### src/rtl/usb_aes_pkg.sv
// Shared types and pad helper for the receive-FIFO to AES block packer.
package usb_aes_pkg;

  typedef enum logic [1:0] {FILL, HOLD, EXTRA} state_e;

  localparam int PAD_ZERO  = 0;
  localparam int PAD_PKCS7 = 1;

  // Pad value for the bytes after index idx of a final partial block.
  function automatic logic [7:0] pad_byte(input int mode, input int idx, input int bytes);
    if (mode == PAD_ZERO) return 8'h00;
    return 8'(bytes - idx - 1);
  endfunction

endpackage

### src/rtl/usb_block_packer.sv
// Packs received payload bytes into BYTES-wide blocks (first byte in MSBs),
// with zero or PKCS#7 padding of the final block and abort flush.
module usb_block_packer
  import usb_aes_pkg::*;
#(
  parameter int BYTES    = 16,
  parameter int PAD_MODE = 1
) (
  input  logic                       clk,
  input  logic                       rst,
  input  logic [7:0]                 in_data,
  input  logic                       in_valid,
  input  logic                       in_last,
  output logic                       in_ready,
  input  logic                       pkt_abort,
  output logic [BYTES*8-1:0]         blk_data,
  output logic                       blk_valid,
  input  logic                       blk_ready,
  output logic                       blk_last,
  output logic [$clog2(BYTES+1)-1:0] blk_bytes
);

  localparam int IW = $clog2(BYTES);
  localparam int BW = $clog2(BYTES+1);
  localparam int DW = BYTES*8;
  localparam logic [IW-1:0] IDX_MAX = IW'(BYTES-1);

  state_e          state_q, state_d;
  logic [IW-1:0]   idx_q, idx_d;
  logic [DW-1:0]   data_q, data_d;
  logic [BW-1:0]   bytes_q, bytes_d;
  logic            last_q, last_d;
  logic            extra_q, extra_d;
  logic [DW-1:0]   fill_data, extra_data;
  logic [7:0]      pad_val;
  logic            need_extra;

  assign pad_val    = pad_byte(PAD_MODE, int'(idx_q), BYTES);
  // A PKCS#7 packet ending exactly on a block boundary needs a whole pad block.
  assign need_extra = (PAD_MODE == PAD_PKCS7) && (idx_q == IDX_MAX);

  for (genvar k = 0; k < BYTES; k++) begin : g_lane
    localparam int HI = DW-1-8*k;
    assign fill_data[HI -: 8]  = (idx_q == IW'(k))                 ? in_data :
                                 (in_last && (IW'(k) > idx_q))     ? pad_val :
                                                                     data_q[HI -: 8];
    assign extra_data[HI -: 8] = 8'(BYTES);
  end

  always_comb begin
    state_d = state_q;
    idx_d   = idx_q;
    data_d  = data_q;
    bytes_d = bytes_q;
    last_d  = last_q;
    extra_d = extra_q;
    if (pkt_abort) begin
      state_d = FILL;
      idx_d   = '0;
      data_d  = '0;
      bytes_d = '0;
      last_d  = 1'b0;
      extra_d = 1'b0;
    end else begin
      case (state_q)
        FILL: if (in_valid) begin
          data_d = fill_data;
          if (in_last) begin
            state_d = HOLD;
            idx_d   = '0;
            bytes_d = BW'(idx_q) + BW'(1);
            last_d  = !need_extra;
            extra_d = need_extra;
          end else if (idx_q == IDX_MAX) begin
            state_d = HOLD;
            idx_d   = '0;
            bytes_d = BW'(BYTES);
            last_d  = 1'b0;
          end else begin
            idx_d = idx_q + IW'(1);
          end
        end
        HOLD: if (blk_ready) begin
          if (extra_q) begin
            state_d = EXTRA;
            extra_d = 1'b0;
          end else begin
            state_d = FILL;
          end
        end
        EXTRA: begin
          data_d  = extra_data;
          bytes_d = '0;
          last_d  = 1'b1;
          state_d = HOLD;
        end
        default: state_d = FILL;
      endcase
    end
  end

  always_ff @(posedge clk) begin
    if (rst) begin
      state_q <= FILL;
      idx_q   <= '0;
      data_q  <= '0;
      bytes_q <= '0;
      last_q  <= 1'b0;
      extra_q <= 1'b0;
    end else begin
      state_q <= state_d;
      idx_q   <= idx_d;
      data_q  <= data_d;
      bytes_q <= bytes_d;
      last_q  <= last_d;
      extra_q <= extra_d;
    end
  end

  assign in_ready  = (state_q == FILL);
  assign blk_valid = (state_q == HOLD);
  assign blk_data  = data_q;
  assign blk_bytes = bytes_q;
  assign blk_last  = last_q;

endmodule

### config.mk
export PLATFORM = sky130hd
export DESIGN_NAME = usb_block_packer
export DESIGN_NICKNAME = d
export VERILOG_FILES = /design/src/rtl/usb_aes_pkg.sv /design/src/rtl/usb_block_packer.sv
export SDC_FILE = /design/constraint.sdc
export NUM_CORES = 1
export LEC_CHECK = 0
export CAP_MARGIN = 20
export CORE_ASPECT_RATIO = 0.6
export CORE_MARGIN = 2
export CORE_UTILIZATION = 55
export CTS_CLUSTER_SIZE = 40
export DETAILED_ROUTE_END_ITERATION = 8
export GPL_TIMING_DRIVEN = 1
export PLACE_DENSITY_LB_ADDON = 0.25
export SYNTH_ARGS = -nofsm -noshare
export SYNTH_HDL_FRONTEND = slang
export SYNTH_SLANG_ARGS = --single-unit
### constraint.sdc
create_clock -name clk -period 9.03 [get_ports clk]
set_clock_uncertainty 0.15 [all_clocks]
set_input_delay 0.903 -clock clk [delete_from_list [all_inputs] [get_ports clk]]
set_output_delay 0.903 -clock clk [all_outputs]
set_load 0.01 [all_outputs]
==> results by group, run 1 <==
Global route
  – Met2 Use GR: 46.3%
  – Met1 Use GR: 50.5%
  – Initial antenna violation count: 0
  – First-pass GRT wire length: 35800 µm
  – Total GRT Usage: 34.0%
  – Largest net degree at the start of global routing: 88
  – Grt total ovfl: 0
  – Vias in the first global route: 6414
  – Top Usage Layer GRT: met1
  – Routing usage on met3: 10.8%

Logic synthesis
  – Synth Register Bits: 141
  – Ys async rst share: 0%
  – Synth unique cells: 80
  – Main synth FF type: dfxtp_1
  – Top-area cell type share of the netlist area: 41.2%
  – Post-Syn Instances: 849
  – Most numerous cell in the Yosys netlist: dfxtp_1
  – Largest area contributor in the netlist: dfxtp_1
  – Syn nets: 867
  – Seq/Total Area, Yosys: 41.2%
  – Post-Syn Area per Cell: 8.06 µm²
  – Synth area leaders: dfxtp_1, nand2_1, a21oi_1
  – Number of enable flip-flop cells after synthesis: 0
  – Synth warnings: 0
  – Synth top cells by count: dfxtp_1, nand2_1, nor2_1
  – Post-Syn Area: 6850 µm²

Route
  – Wire per inst: 20.8 µm
  – Vias post-DR: 7285
  – Drt drc: 0
  – Antenna-violating nets left: 0
  – DR vias/cell: 6.45
  – Total wire length: 23500 µm
  – 1st-pass router iterations: 6
  – Initial DRC Count: 1069

Floorplanning
  – IO Count: 150
  – Die width: 148 µm
  – Die height: 90.4 µm
  – Initial Util: 56.6%
  – Cell Rows: 31
  – Area of the core: 12100 µm²
  – DIE AREA: 13400 µm²

Timing
  – Fmax: 276 MHz
  – Tmin final: 3.62 ns
  – RSZ-0062 raised after global routing: no
  – Tcrit/Tclk final: 40.1%
  – Worst slew pin tran: 1.04 ns
  – Final TNS setup: 0 ns
  – Worst rel slew slack: 30.5%
  – Final Slew Violations: 0
  – Fin. Hold Viols: 0
  – Worst hold slack: 0.289 ns
  – # setup viols final: 0

Pwr
  – Internal: 1.09 mW
  – Clock power frac: 44.6%
  – IR drop worst, VDD: 0.000141 V
  – Pwr dens: 168 nW/µm²
  – LEAKAGE: 3.12 nW
  – P_sw: 0.393 mW
  – Sw Ratio: 26.5%
  – Sequential fraction of design power: 43.7%
  – Comb power frac: 11.8%

Critical path
  – Register-to-register path setup slack: 5.41 ns
  – CP Max Fanout: 23
  – Critical Path RT: 9.22 ns
  – CP delay by family, top: simple AND/OR/NAND/NOR gates
  – R2R depth: 7
  – CP Class: flip-flop to flip-flop
  – Reg-to-Reg End: blk_data[118]
  – Crit start category: flip-flop
  – CP Capture Type: flip-flop
  – Buf/Inv on CP: 1
  – Critical path depth in cells: 7
  – Worst Setup SP: idx_q[1]
  – WP data arrival: 3.81 ns
  – Worst-path cell chain: inv_1, ha_1, or2b_1, a21boi_1, nor2_1, o21ai_0, a21oi_1
  – Crit Reg-Reg Startpoint: idx_q[1]
  – Slowest cell on crit path: dfxtp_1
  – Slowest stage delay, CP: 0.87 ns

Final layout
  – Area Growth Syn to Fin: 29.3%
  – Share of cells above drive strength 1: 6.74%
  – Nets: 972
  – ANT cells: 0
  – Fill cell count: 930

CTS
  – CTS Root Cell: clkbuf_16
  – Post-cts sizing count: 0
  – Bufs on Longest Clock Path: 2
  – CTS sink cnt: 141
  – CTS buffer count: 17
  – Hold-fix buffer count after cts: 0
  – CTS tree: yes
  – Post-CTS Setup Inserts: 0
  – Worst skew pair latency: 0.42 ns
  – Reg clk slew, reported paths: 0.06 ns
  – H-tree Lvls: 4

Hold path
  – Hold Path Cell Cnt: 2
  – Worst hold path type: flip-flop to flip-flop
  – Hold EP: state_q[1]
  – HP Start: extra_q

Placement
  – GPL Wtd Cong: 0.942
  – DP Wirelength: 15200 µm
  – IO buf count: 149

Run
  – Number of max-cap violations: 0

Status
  – Status: finished, final reports clean
==> kinds of logic (layout without fill, tap and decap cells) <==
family / Yosys count / after routing / share of synthesized area (%)
adder cells (fa/ha/maj): 4 / 4 / 0.731
AND/OR/NAND/NOR: 306 / 306 / 21.4
buffers and inverters: 90 / 206 / 5.94
multiplexers: 9 / 9 / 1.33
flip-flops: 141 / 141 / 41.2
XOR/XNOR: 5 / 5 / 0.640
AO/OA/AOI/OAI: 294 / 294 / 28.7
==> routing by layer <==
layer,vias up,routed length [µm],part of all wire [%]
met3,50,3500,15
met1,3324,10100,43
met2,618,9410,40
met5,-,0,0
met4,0,470,2.0
li1,3293,-,-
==> power groups by stage <==
stage	registers (mW)	logic, mW	clock network, mW
3_5_place_dp	0.661	0.166	0
2_1_floorplan	0.665	0.0902	0
6_report	0.648	0.174	0.661
4_1_cts	0.648	0.168	0.661
5_1_grt	0.649	0.184	0.690
3_3_place_gp	0.661	0.165	0
==> flip-flops by register name, summed over array words and instances (netlist names) <==
signal	cells
idx_q	4
blk_data	128
state_q	2
blk_last	1
blk_bytes	5
extra_q	1
==> tightest hold or removal path: stages, from the launching register on <==
cell     delay, ns
dfxtp_1       0.31
nand3_1       0.06
nor2_1        0.03
==> placed cells by master (no fill, tap or decap), types with 6 or more instances in the layout <==
master             n
dfxtp_1          141
clkbuf_16         17
o2bb2ai_1          8
nand2b_1           7
nor3_1             9
buf_4             13
o31ai_1            8
o211ai_1           9
and2_1             7
a22o_1            10
inv_1             12
o221ai_1           8
a21o_1            12
nor2_1            87
a21oi_1           76
nand2_1          110
a32oi_1           10
mux2i_1            8
nor2b_1            6
nand3_1           30
clkdlybuf4s50_1  149
o21ai_0           67
a22oi_1           34
==> layout make-up <==
type                            count  area, µm²  share of cell area (%)
Inverter                           14       52.6                   0.594
Multi-Input combinational cell    618       3630                    41.0
Sequential cell                   141       2820                    31.9
Timing Repair Buffer              162       1590                    18.0
Clock buffer                       20        457                    5.16
Tap cell                          165        206                    2.33
Clock inverter                     10       92.6                    1.05
==> worst max path at each step <==
stage	slack [ns]	to
after floorplan	6.10	blk_data[11]
after global placement	5.62	blk_data[35]
after detailed placement	5.53	blk_data[35]
after CTS	5.60	in_ready
after global routing	5.36	blk_data[118]
final	5.41	blk_data[118]
==> through the flow <==
stage               setup WS (ns)  instances  util [%]  power (mW)  area (µm²)
floorplan                    6.10        849         -       0.755        6850
detailed placement           5.53       1099      68.5       0.827        8300
global route                 5.36       1130      73.1        1.52        8850
finish                       5.41       1130      73.1        1.48        8850
global placement             5.62       1099      68.5       0.826        8300
CTS                          5.60       1129      73.1        1.48        8840
Power figures use the tool's default switching activity.
==> inputs of run 2 (changes only) <==
Settings changed: CORE_UTILIZATION 55 to 46.
Clock period 9.03 ns to 3.1 ns, I/O delays scaled along.
==> results by group, run 2 (synthesis gave the netlist of run 1 again) <==
Final layout
  – Leading cell types in the layout, fill and taps excluded: clkdlybuf4s50_1, dfxtp_1, nand2_1, nor2_1, a21oi_1
  – Final instance area: 9280 µm² (+4.8%)
  – Area Growth Syn to Fin: 35.5%
  – Post-layout util: 63.9% (-9.2 points)
  – Commonest non-fill, non-tap cell in the layout: clkdlybuf4s50_1
  – Nets: 1009 (+3.8%)
  – Seq. cell area: 2820 µm² (unchanged)
  – ANT cells: 0 (unchanged)
  – Share of cells above drive strength 1: 10.2% (+3.4 points)
  – Fill cell count: 1243 (+34%)
  – Max FFs per register: 128 (unchanged)
  – Multi-input gate area: 3620 µm² (-0.34%)

Route
  – Initial DRC Count: 880 (-18%)
  – Total wire length: 25200 µm (+7.5%)
  – 1st-pass router iterations: 5 (-1)
  – Wire per inst: 21.0 µm (+1.1%)
  – Vias post-DR: 7295 (+0.14%)
  – Antenna-violating nets left: 0 (unchanged)
  – DR vias/cell: 6.07 (-5.9%)
  – Drt drc: 0 (unchanged)

CTS
  – Worst skew pair latency: 0.42 ns (about the same)
  – Reg clk slew, reported paths: 0.06 ns (about the same)
  – CTS sink cnt: 141 (unchanged)
  – Post-cts sizing count: 0 (unchanged)
  – Hold-fix buffer count after cts: 0 (unchanged)
  – CTS buffer count: 17 (unchanged)
  – H-tree Lvls: 4 (unchanged)
  – CTS Root Cell: clkbuf_16
  – Bufs on Longest Clock Path: 2 (unchanged)
  – CTS tree: yes
  – Post-CTS Setup Inserts: 0 (unchanged)

Placement
  – IO buf count: 149 (unchanged)
  – Dpl cell area: 8630 µm² (+4.1%)
  – DP Wirelength: 17100 µm (+12%)
  – GPL Wtd Cong: 0.930 (-1.3%)

Timing
  – Worst hold slack: 0.291 ns (+0.00211 ns)
  – Worst slew pin tran: 1.04 ns (-0.00230 ns)
  – # setup viols final: 0 (unchanged)
  – RSZ-0062 raised after global routing: no
  – Worst rel slew slack: 30.6% (+0.15 points)
  – Tmin final: 2.99 ns
  – Final Slew Violations: 0 (unchanged)
  – Fmax: 334 MHz
  – Tcrit/Tclk final: 96.5%
  – Final TNS setup: 0 ns (unchanged)
  – Fin. Hold Viols: 0 (unchanged)

Critical path
  – Worst-path cell chain: or2_1, inv_2, clkdlybuf4s50_1
  – CP Class: flip-flop to output pin
  – Critical Path RT: 2.64 ns (-6.58 ns)
  – WP data arrival: 2.53 ns (-1.28 ns)
  – Slowest cell on crit path: or2_1
  – Slowest stage delay, CP: 0.67 ns (-0.20 ns)
  – CP Capture Type: output pin
  – CP delay by family, top: buffers and inverters
  – CP Max Fanout: 15 (-35%)
  – Crit start category: flip-flop
  – Buf/Inv on CP: 2 (+1)

Hold path
  – Worst hold path type: flip-flop to flip-flop

Floorplanning
  – IO Count: 150 (unchanged)
  – Cell Rows: 34 (+9.7%)
  – Die height: 98.5 µm (+8.9%)
  – Initial Util: 47.2% (-9.4 points)
  – DIE AREA: 15900 µm² (+19%)
  – Area of the core: 14500 µm² (+20%)
  – Die width: 162 µm (+9.1%)

Global route
  – Largest net degree at the start of global routing: 37 (-58%)
  – Total GRT Usage: 31.3% (-2.7 points)
  – Grt total ovfl: 0 (unchanged)
  – First-pass GRT wire length: 38600 µm (+7.9%)
  – Vias in the first global route: 6673 (+4.0%)
  – Initial antenna violation count: 0 (unchanged)

Status
  – Status: finished, final reports clean

Run
  – Number of max-cap violations: 0 (unchanged)

Pwr
  – LEAKAGE: 3.35 nW (+7.4%)
  – Pwr dens: 504 nW/µm² (+200%)
  – IR drop worst, VDD: 0.000307 V (+120%)
## run 2: cell types whose count changed in the layout (fill, tap and decap cells not counted), sizes merged
cell	delta
clkinvlp	-2
clkinv	-1
inv	+2
buf	+37
bufinv	+3
## run 2: worst paths after layout
kind	startpoint	to	slack (ns)	depth (start not counted)
max	state_q[0]	in_ready	0.11	3
min	extra_q	state_q[1]	0.29	2
max reg2reg	state_q[0]	blk_data[111]	0.31	6
min reg2reg	extra_q	state_q[1]	0.29	2
## run 2: through the flow
| step | setup WS (ns) | instances | power (mW) |
|---|---|---|---|
| after floorplan | 0.166 | 849 | 2.20 |
| after CTS | 0.209 | 1202 | 4.65 |
| after global placement | 0.462 | 1170 | 2.45 |
| final | 0.107 | 1202 | 4.68 |
| after global routing | 0.0923 | 1202 | 4.80 |
| after detailed placement | 0.408 | 1170 | 2.45 |
## run 2: cell type report
class                   count  area share, %
clock buffers              20           4.92
clock inverters            12           1.98
inverters                  14          0.567
multi-input cells         618           39.0
flip-flops and latches    141           30.4
well taps                 198           2.67
repair buffers            199           20.4
## run 2: report_power, final
part	internal (mW)	total (mW)	switching, mW	leakage (nW)
combinational	0.212	0.548	0.336	1.90
clock	1.40	2.24	0.844	0.308
sequential	1.86	1.89	0.0316	1.14
total	3.47	4.68	1.21	3.35
## run 2: metal layers
metal | global-route usage [%] | share of wire [%] | vias to the layer above
li1 | - | - | 3365
met1 | 46.2 | 45 | 3377
met2 | 43.1 | 39 | 491
met3 | 10.4 | 13 | 62
met4 | 8.93 | 2.1 | 0
met5 | 0 | 0 | -
## run 2: worst register-to-register path, stage by stage (launching register included)
cell,delay (ns)
dfxtp_1,0.49
or2_1,0.67
inv_2,0.36
o31ai_1,0.24
o21ai_0,0.33
and2_1,0.32
o2bb2ai_1,0.13
